--- config.mk ---
export PLATFORM = sky130hd
export DESIGN_NAME = pipelined_shifter
export DESIGN_NICKNAME = d
export VERILOG_FILES = /design/src/rtl/pipelined_shifter_pkg.sv /design/src/rtl/pipelined_shifter_stage.sv /design/src/rtl/pipelined_shifter.sv
export SDC_FILE = /design/constraint.sdc
export NUM_CORES = 1
export LEC_CHECK = 0
export CORE_MARGIN = 2
export CORE_UTILIZATION = 50
export DETAILED_ROUTE_END_ITERATION = 12
export PLACE_DENSITY = 0.73
export SLEW_MARGIN = 0
export SYNTH_ARGS = -nofsm -noshare
export SYNTH_HDL_FRONTEND = slang
export SYNTH_SLANG_ARGS = --single-unit
--- constraint.sdc ---
create_clock -name CLK -period 1.6 [get_ports CLK]
set_input_delay 0.16 -clock CLK [delete_from_list [all_inputs] [get_ports CLK]]
set_output_delay 0.16 -clock CLK [all_outputs]
set_load 0.01 [all_outputs]
--- src/rtl/pipelined_shifter_pkg.sv ---
// Shared definitions for the pipelined barrel shifter: op encodings and a
// constant-evaluable clog2 helper used to size the shift-amount field.
// Purely declarative; no logic, no latency, no flow control.
package pipelined_shifter_pkg;

   localparam logic [1:0] SH_OP_SLL = 2'b00;
   localparam logic [1:0] SH_OP_SRL = 2'b01;
   localparam logic [1:0] SH_OP_SRA = 2'b10;
   localparam logic [1:0] SH_OP_ROR = 2'b11;

   // Smallest r with 2^r >= value; usable in parameter expressions.
   function automatic int sh_clog2(input int value);
      int r;
      r = 0;
      while ((1 << r) < value) r++;
      return r;
   endfunction

endpackage

--- src/rtl/pipelined_shifter_stage.sv ---
// One barrel-shifter stage: right shift by DIST when enabled, filling from the
// fill bit, or (with SHIFTER_ROTATE_EN) from the bits shifted out for rotate.
// Purely combinational: zero latency, no flow control of its own.
module pipelined_shifter_stage #(
   parameter int WIDTH = 32,
   parameter int DIST  = 1
) (
   input  logic [WIDTH-1:0] i_data,
   input  logic             i_en,
   input  logic             i_fill,
   input  logic             i_rot,
   output logic [WIDTH-1:0] o_data
);

   logic [DIST-1:0] w_fill_bits;

`ifdef SHIFTER_ROTATE_EN
   // Rotate wraps the low DIST bits back into the top of the word.
   assign w_fill_bits = i_rot ? i_data[DIST-1:0] : {DIST{i_fill}};
`else
   logic w_unused_rot;
   assign w_unused_rot = i_rot;
   assign w_fill_bits  = {DIST{i_fill}};
`endif

   assign o_data = i_en ? {w_fill_bits, i_data[WIDTH-1:DIST]} : i_data;

endmodule

--- src/rtl/pipelined_shifter.sv ---
// Elastic pipelined SLL/SRL/SRA (+ROR under SHIFTER_ROTATE_EN) barrel shifter.
// Latency = popcount(REG_MASK with top bit forced), 1..LOG2W cycles.
// Per-slot valid/ready: a slot loads when empty or draining; in_ready=1 whenever out_ready=1.
module pipelined_shifter
   import pipelined_shifter_pkg::*;
#(
   parameter int WIDTH = 32,
   localparam int LOG2W = sh_clog2(WIDTH),
   parameter logic [LOG2W-1:0] REG_MASK = {LOG2W{1'b1}},
   parameter int TAG_W = 5
) (
   input  logic             CLK,
   input  logic             RESETn,
   input  logic             in_valid,
   output logic             in_ready,
   input  logic [WIDTH-1:0] in_data,
   input  logic [LOG2W-1:0] in_shamt,
   input  logic [1:0]       in_op,
   input  logic [TAG_W-1:0] in_tag,
   output logic             out_valid,
   input  logic             out_ready,
   output logic [WIDTH-1:0] out_data,
   output logic [TAG_W-1:0] out_tag
);

   // The last stage is always registered so the output never glitches.
   localparam logic [LOG2W-1:0] REG_EFF = REG_MASK | {1'b1, {(LOG2W-1){1'b0}}};

   // SLL is done as reverse -> right shift -> reverse.
   logic [WIDTH-1:0] w_in_rev;
   logic [WIDTH-1:0] w_in_dat;
   logic             w_in_fill;

   for (genvar i = 0; i < WIDTH; i++) begin : g_rev_in
      assign w_in_rev[i] = in_data[WIDTH-1-i];
   end

   assign w_in_dat  = (in_op == SH_OP_SLL) ? w_in_rev : in_data;
   assign w_in_fill = (in_op == SH_OP_SRA) & in_data[WIDTH-1];

   for (genvar s = 0; s < LOG2W; s++) begin : g_stage
      localparam int DIST = 1 << (LOG2W - 1 - s);

      logic             w_vi, w_ri, w_vo, w_ro;
      logic [WIDTH-1:0] w_di, w_dc, w_do;
      logic [LOG2W-1:0] w_si, w_so;
      logic [1:0]       w_oi, w_oo;
      logic             w_fi, w_fo;
      logic [TAG_W-1:0] w_ti, w_to;
      logic             w_rot;

      if (s == 0) begin : g_src
         assign w_vi = in_valid;
         assign w_di = w_in_dat;
         assign w_si = in_shamt;
         assign w_oi = in_op;
         assign w_fi = w_in_fill;
         assign w_ti = in_tag;
      end else begin : g_link
         assign w_vi = g_stage[s-1].w_vo;
         assign w_di = g_stage[s-1].w_do;
         assign w_si = g_stage[s-1].w_so;
         assign w_oi = g_stage[s-1].w_oo;
         assign w_fi = g_stage[s-1].w_fo;
         assign w_ti = g_stage[s-1].w_to;
      end

      if (s == LOG2W - 1) begin : g_sink
         assign w_ro = out_ready;
      end else begin : g_next
         assign w_ro = g_stage[s+1].w_ri;
      end

`ifdef SHIFTER_ROTATE_EN
      assign w_rot = (w_oi == SH_OP_ROR);
`else
      assign w_rot = 1'b0;
`endif

      pipelined_shifter_stage #(.WIDTH(WIDTH), .DIST(DIST)) u_stage (
         .i_data (w_di),
         .i_en   (w_si[LOG2W-1-s]),
         .i_fill (w_fi),
         .i_rot  (w_rot),
         .o_data (w_dc)
      );

      if (REG_EFF[s]) begin : g_reg
         logic             r_vld;
         logic [WIDTH-1:0] r_dat;
         logic [LOG2W-1:0] r_sh;
         logic [1:0]       r_op;
         logic             r_fill;
         logic [TAG_W-1:0] r_tag;

         // Slot captures upstream whenever it is empty or its content moves on.
         always_ff @(posedge CLK or negedge RESETn) begin
            if (!RESETn) begin
               r_vld  <= 1'b0;
               r_dat  <= '0;
               r_sh   <= '0;
               r_op   <= '0;
               r_fill <= 1'b0;
               r_tag  <= '0;
            end else if (w_ri) begin
               r_vld  <= w_vi;
               r_dat  <= w_dc;
               r_sh   <= w_si;
               r_op   <= w_oi;
               r_fill <= w_fi;
               r_tag  <= w_ti;
            end
         end

         assign w_ri = !r_vld || w_ro;
         assign w_vo = r_vld;
         assign w_do = r_dat;
         assign w_so = r_sh;
         assign w_oo = r_op;
         assign w_fo = r_fill;
         assign w_to = r_tag;
      end else begin : g_comb
         assign w_ri = w_ro;
         assign w_vo = w_vi;
         assign w_do = w_dc;
         assign w_so = w_si;
         assign w_oo = w_oi;
         assign w_fo = w_fi;
         assign w_to = w_ti;
      end
   end

   logic [WIDTH-1:0] w_last;
   logic [WIDTH-1:0] w_last_rev;
   logic             w_unused_tail;

   assign w_last = g_stage[LOG2W-1].w_do;

   for (genvar i = 0; i < WIDTH; i++) begin : g_rev_out
      assign w_last_rev[i] = w_last[WIDTH-1-i];
   end

   // Shift amount and fill are spent once the last stage has been applied.
   assign w_unused_tail = ^{g_stage[LOG2W-1].w_so, g_stage[LOG2W-1].w_fo};

   assign in_ready  = g_stage[0].w_ri;
   assign out_valid = g_stage[LOG2W-1].w_vo;
   assign out_tag   = g_stage[LOG2W-1].w_to;
   assign out_data  = (g_stage[LOG2W-1].w_oo == SH_OP_SLL) ? w_last_rev : w_last;

endmodule

==> results.cfg, run 1 <==
[run_status]
status = finished, violations left
violations = setup timing

[worst_setup_path]
end_kind = output port
cp_num_buf_inv = 3
criticalPathCategory = reg -> out
cp_max_fo = 8
critPathSlowestCell = dfrtp_1
worstPathCellList = nor2_4 -> buf_6 -> clkbuf_16 -> mux2_4 -> buf_6
cp.arrival_ns = 1.79
critPathLaunchType = register
cp.required_ns = 1.44
cpMostUsedCell = buf_6
cp_top_family = buffers and inverters
cp_slowest_stage_delay_ns = 0.41

[logic_synthesis]
syn_area_um2 = 10080
yosysWarningCount = 0
synth_nets = 928
ys_ff_latch = 214
seq_area_frac_synth_pct = 53.13
synth_cell_type_count = 36
syn_avg_cell_area_um2 = 11.45
synthCells = 880

[die]
core_area_um2 = 19650
chipHeight_um = 146.0
die_w_um = 146.0
ios = 87
start_util_pct = 51.29
placementRows = 51
die_area_um2 = 21310

[power_and_ir_drop]
pwr_density_cell_nw_per_um2 = 1607
finalPower_mw = 20.33
power.leakage_nw = 5.662
irDropWorstVdd_mv = 0.6496

[place]
dpl_cell_area_um2 = 11560
dp_cells = 1212
globalplace.congestion = 0.8320
hpwlAfterDp_um = 14850
post-place-ws_ns = -0.4992
port_buffers = 86

[cells_and_area]
layout_common_cells = 213 x dfrtp_1, 120 x mux2i_1, 95 x nand2_1
instances_no_fill = 1265
finalInstanceArea_um2 = 12650
mostFrequentLayoutCell = dfrtp_1
fillCellCount = 1518
final_nets = 1032
layout-drive-gt1-share_pct = 23.60
diodes = 0
area_delta_synth_final_pct = 25.50
final_util_pct = 64.36

[grt]
grt_overflow = 0
met2_usage_pct = 35.28
use_met1_pct = 28.85
use_met3_pct = 2.602
grt_pass1_vias = 7121
grt_usage_pct = 20.79
grt_pass1_wl_um = 36880
grt_start_max_net_pins = 65
grt_antenna_before_repair = 0
grt_busiest_layer = met2

[sta]
fin_skew_ns = 0.01162
setup_tns_ns = -10.67
finalSetupViolCount = 34
fin_ws_ns = -0.3465
tightest_slew_ns = 0.6645
slew_headroom_pct = 55.65
min_period_ns = 1.946
hold_viol = 0
whs_ns = 0.2091
min_period_over_period_pct = 121.7
slew_violations = 0
max_freq_mhz = 513.7
rsz0062_at_grt = yes

[flow_run]
drv_cap = 0

[route]
dr.first_iter.drc_count = 419
first_pass_iters = 5
num_vias = 7103
via_per_inst = 5.615
drc = 0
wire_per_inst_um = 17.75
drt-total-wl_um = 22450
ant_nets = 0

[clock_network]
clockBufferDepth = 3
clk_pin_slew_ns = 0.06
cts-root-buf = clkbuf_16
clock-sinks = 214
cts_tree = done
cts_inserted_buffers = 22
htree_levels = 1
clock_latency_ns = 0.50

[worst_hold_path]
hp-class = in -> async
==> report_power, final <==
group | internal, mW | leakage [nW] | switching, mW
clock network | 3.15 | 0.381 | 2.04
registers | 6.99 | 2.60 | 1.30
logic | 3.89 | 2.68 | 2.95
total | 14.0 | 5.66 | 6.29
==> sequential cells by signal (all words and copies together) (netlist names) <==
name,flops
g_stage.g_reg.r_dat,160
g_stage.g_reg.r_tag,20
g_stage.g_reg.r_op,10
g_stage.g_reg.r_sh,10
out_tag,5
g_stage.g_reg.r_fill,4
g_stage.g_reg.r_vld,4
out_valid,1
==> metal layers <==
metal	vias up	part of all wire (%)
li1	3389	-
met3	27	3.8
met2	161	49
met5	-	0
met1	3526	45
met4	0	1.7
==> timing repair <==
item / in CTS / in global routing
pin swaps: 4 / 2
setup buffers: 9 / 2
hold buffers: 1 / 0
setup endpoints to repair: 39 / 68
endpoints found under the hold margin: 53 / 0
cloned: 1 / 3
resized for setup: 121 / 89
==> kinds of logic (layout without fill, tap and decap cells) <==
kind of cell	count (synthesis)	in the layout	share of synthesized area (%)
simple gates	197	197	8.516
compound gates	174	174	9.509
flops	214	214	53.13
mux	220	220	25.47
buf+inv	75	195	3.376
==> synthesized netlist by cell type <==
| cell type | number | share of area, % |
|---|---|---|
| inv_2 | 1 | 0.037 |
| nor3b_1 | 1 | 0.075 |
| nand4b_1 | 1 | 0.087 |
| nand3_1 | 34 | 1.7 |
| a31oi_1 | 15 | 0.93 |
| clkbuf_1 | 37 | 1.4 |
| mux2_4 | 2 | 0.30 |
| nand2_2 | 1 | 0.062 |
| nand2b_1 | 3 | 0.19 |
| a32oi_1 | 15 | 1.3 |
| a21oi_1 | 41 | 2.0 |
| clkinv_1 | 2 | 0.075 |
| mux4_2 | 2 | 0.45 |
| mux4_1 | 14 | 3.6 |
| mux2_2 | 82 | 9.2 |
| nor2_4 | 1 | 0.11 |
| and2_1 | 3 | 0.19 |
| nand4_1 | 1 | 0.062 |
| and4b_1 | 1 | 0.099 |
| buf_4 | 1 | 0.075 |
| buf_6 | 3 | 0.34 |
| a21o_2 | 1 | 0.087 |
| nor2b_1 | 2 | 0.12 |
| o22ai_1 | 1 | 0.062 |
| nand3b_1 | 1 | 0.075 |
| buf_2 | 26 | 1.3 |
| mux2i_1 | 120 | 12 |
| buf_1 | 5 | 0.19 |
| o21ai_0 | 99 | 4.9 |
| nor3_1 | 16 | 0.79 |
| o21ba_2 | 1 | 0.099 |
| nor2_1 | 35 | 1.3 |
| or2_2 | 2 | 0.12 |
| nand2_1 | 95 | 3.5 |
| o31ai_1 | 1 | 0.075 |
| dfrtp_1 | 214 | 53 |
==> area by class of cell <==
| cell class | count | area (um^2) | area share (%) |
|---|---|---|---|
| timing repair buffer | 152 | 1683 | 13.30 |
| sequential | 214 | 5356 | 42.34 |
| clock buffer | 33 | 693.2 | 5.480 |
| inverter | 3 | 11.26 | 0.08902 |
| multi-input combinational | 591 | 4511 | 35.66 |
| tap | 265 | 331.6 | 2.621 |
| clock inverter | 7 | 63.81 | 0.5045 |
==> final timing paths <==
path	start	slack (ns)	to	cells after the start
worst min-delay path	RESETn	0.21	out_tag[4]	2
worst max-delay path	g_stage[4].g_reg.r_op[1]	-0.35	out_data[0]	5
max in group asynchronous	RESETn	0.76	g_stage[3].g_reg.r_dat[16]	3
worst min register to register	g_stage[2].g_reg.r_tag[2]	0.47	g_stage[2].g_reg.r_tag[2]	2
worst max register to register	g_stage[3].g_reg.r_vld	0	g_stage[0].g_reg.r_dat[9]	6
min in group CLK	in_valid	0.24	g_stage[0].g_reg.r_vld	2
(Power assumes the default switching activity.)
==> run 2: changes to the inputs <==
Settings changed: PLACE_DENSITY 0.73 to 0.77.
Clock period 1.6 ns to 1.8 ns, I/O delays scaled along.
==> run 2 against run 1 <==
The flow still finishes with violations (setup timing). Routed wire length decreased by 2.0%. Register-to-register slack better by 0.24 ns. Power shrank 10%. Largest power group unchanged. Via count about the same.
==> results.cfg, run 2 (synthesis results as in run 1) <==
[sta]
finalSetupViolCount = 32
rsz0062_at_grt = yes
slew_headroom_pct = 33.55
tightest_slew_ns = 0.9930
max_freq_mhz = 489.3
fin_ws_ns = -0.2438
hold_viol = 0
min_period_over_period_pct = 113.5
setup_tns_ns = -6.303
slew_violations = 0
min_period_ns = 2.044
fin_skew_ns = 0.005783

[die]
core_area_um2 = 19650
placementRows = 51
start_util_pct = 51.29
die_w_um = 146.0
die_area_um2 = 21310
chipHeight_um = 146.0
ios = 87

[cells_and_area]
mostFrequentLayoutCell = dfrtp_1
regMostFlops = g_stage.g_reg.r_dat
largest_register_ffs = 160
layout-drive-gt1-share_pct = 22.71
instances_no_fill = 1260
area_delta_synth_final_pct = 25.00
final_nets = 1029
reg_top3 = g_stage.g_reg.r_dat x160, g_stage.g_reg.r_tag x20
layout_common_cells = 214 x dfrtp_1, 120 x mux2i_1, 99 x o21ai_0
diodes = 0
fillCellCount = 1488

[place]
dp_cells = 1206
post-place-ws_ns = -0.2821
globalplace.congestion = 0.8030
hpwlAfterDp_um = 14570
port_buffers = 86

[power_and_ir_drop]
pwr-share-comb_pct = 34.7
power_switching_mw = 5.624
pwr_density_cell_nw_per_um2 = 1446
power_frac_seq_pct = 40.6
p_int_mw = 12.59
p_clk_share_pct = 24.7
power.leakage_nw = 5.630
p_sw_share_pct = 30.88
irDropWorstVdd_mv = 0.6725

[clock_network]
clock-sinks = 214
htree_levels = 1
cts-root-buf = clkbuf_16
clk_pin_slew_ns = 0.06
clockBufferDepth = 3
clock_latency_ns = 0.49
cts_inserted_buffers = 22
cts_tree = done

[grt]
grt_overflow = 0
grt_pass1_wl_um = 37200
grt_start_max_net_pins = 65
grt_pass1_vias = 7089
grt_antenna_before_repair = 0
grt_usage_pct = 20.95

[route]
drt-total-wl_um = 22010
first_pass_iters = 4
ant_nets = 0
dr.first_iter.drc_count = 395
via_per_inst = 5.641
num_vias = 7108
drc = 0
wire_per_inst_um = 17.47

[worst_setup_path]
end_kind = output port
cp_max_fo = 8
cp.arrival_ns = 1.86
cp.required_ns = 1.62
criticalPathCategory = reg -> out
critPathLaunchType = register
rr_worst_depth = 5

[worst_hold_path]
hp-class = in -> async

[flow_run]
drv_cap = 0

[run_status]
violations = setup timing
status = finished, violations left
-- run 2: cell count changes in the layout (fill, tap and decap cells not counted), sizes merged --
| cell | delta |
|---|---|
| clkbuf | -6 |
| dlygate4sd2 | -1 |
| clkinv | -3 |
| buf | +4 |
| clkdlybuf4s50 | +1 |
-- run 2: stage by stage --
| step | hold WS (ns) | utilization [%] | cell area [um^2] | total power, mW |
|---|---|---|---|---|
| after floorplan | -0.1156 | - | 10080 | 10.33 |
| after global placement | 0.1685 | 58.57 | 11510 | 12.46 |
| after detailed placement | 0.1692 | 58.57 | 11510 | 12.69 |
| after CTS | 0.2073 | 64.02 | 12580 | 18.16 |
| after global routing | 0.2431 | 64.11 | 12600 | 19.20 |
| final | 0.1939 | 64.11 | 12600 | 18.21 |
-- run 2: power groups by stage --
stage	logic, mW	registers (mW)	clock network (mW)
after CTS	6.23	7.37	4.57
after global placement	5.13	7.33	0
final	6.31	7.40	4.50
after floorplan	3.32	7.01	0
after detailed placement	5.27	7.42	0
after global routing	6.82	7.59	4.79
-- run 2: cell type report --
type	instances	area (um^2)	area share, %
Clock buffer	34	676.9	5.372
Tap cell	265	331.6	2.632
Inverter	3	11.26	0.08937
Sequential cell	214	5355	42.50
Timing Repair Buffer	149	1653	13.12
Multi-Input combinational cell	591	4523	35.90
Clock inverter	4	48.80	0.3873
-- run 2: what timing repair did --
| action | CTS | global route |
|---|---|---|
| hold endpoints to repair | 44 | 0 |
| gates resized for setup | 201 | 10 |
| hold buffers | 1 | 0 |
| gates cloned | 3 | 0 |
| setup endpoints to repair | 33 | 33 |
| buffers inserted | 10 | 4 |
| pin swaps | 3 | 3 |
-- run 2: final timing paths --
| path | start | endpoint | slack, ns |
|---|---|---|---|
| setup / recovery | g_stage[4].g_reg.r_op[1] | out_data[7] | -0.24 |
| hold / removal | RESETn | g_stage[1].g_reg.r_op[1] | 0.19 |
| setup reg to reg | g_stage[3].g_reg.r_vld | g_stage[0].g_reg.r_dat[11] | 0.24 |
| hold reg to reg | g_stage[2].g_reg.r_op[1] | g_stage[2].g_reg.r_op[1] | 0.47 |
| max in group asynchronous | RESETn | g_stage[3].g_reg.r_dat[8] | 0.92 |
| min in group CLK | in_valid | g_stage[0].g_reg.r_vld | 0.27 |
-- run 2: per-layer routing --
metal / global-route usage (%) / routed length (um) / vias up
met5: 0 / 0 / -
met1: 28.74 / 9810 / 3505
met2: 35.94 / 10970 / 181
li1: - / - / 3395
met3: 3.135 / 927 / 27
met4: 4.029 / 295 / 0
-- run 2: worst max-delay path, stage by stage, from the launching register on --
cell and delay, ns:
dfrtp_1 0.40, nor2_4 0.21, buf_6 0.17, buf_16 0.14, mux2_4 0.31, buf_6 0.12
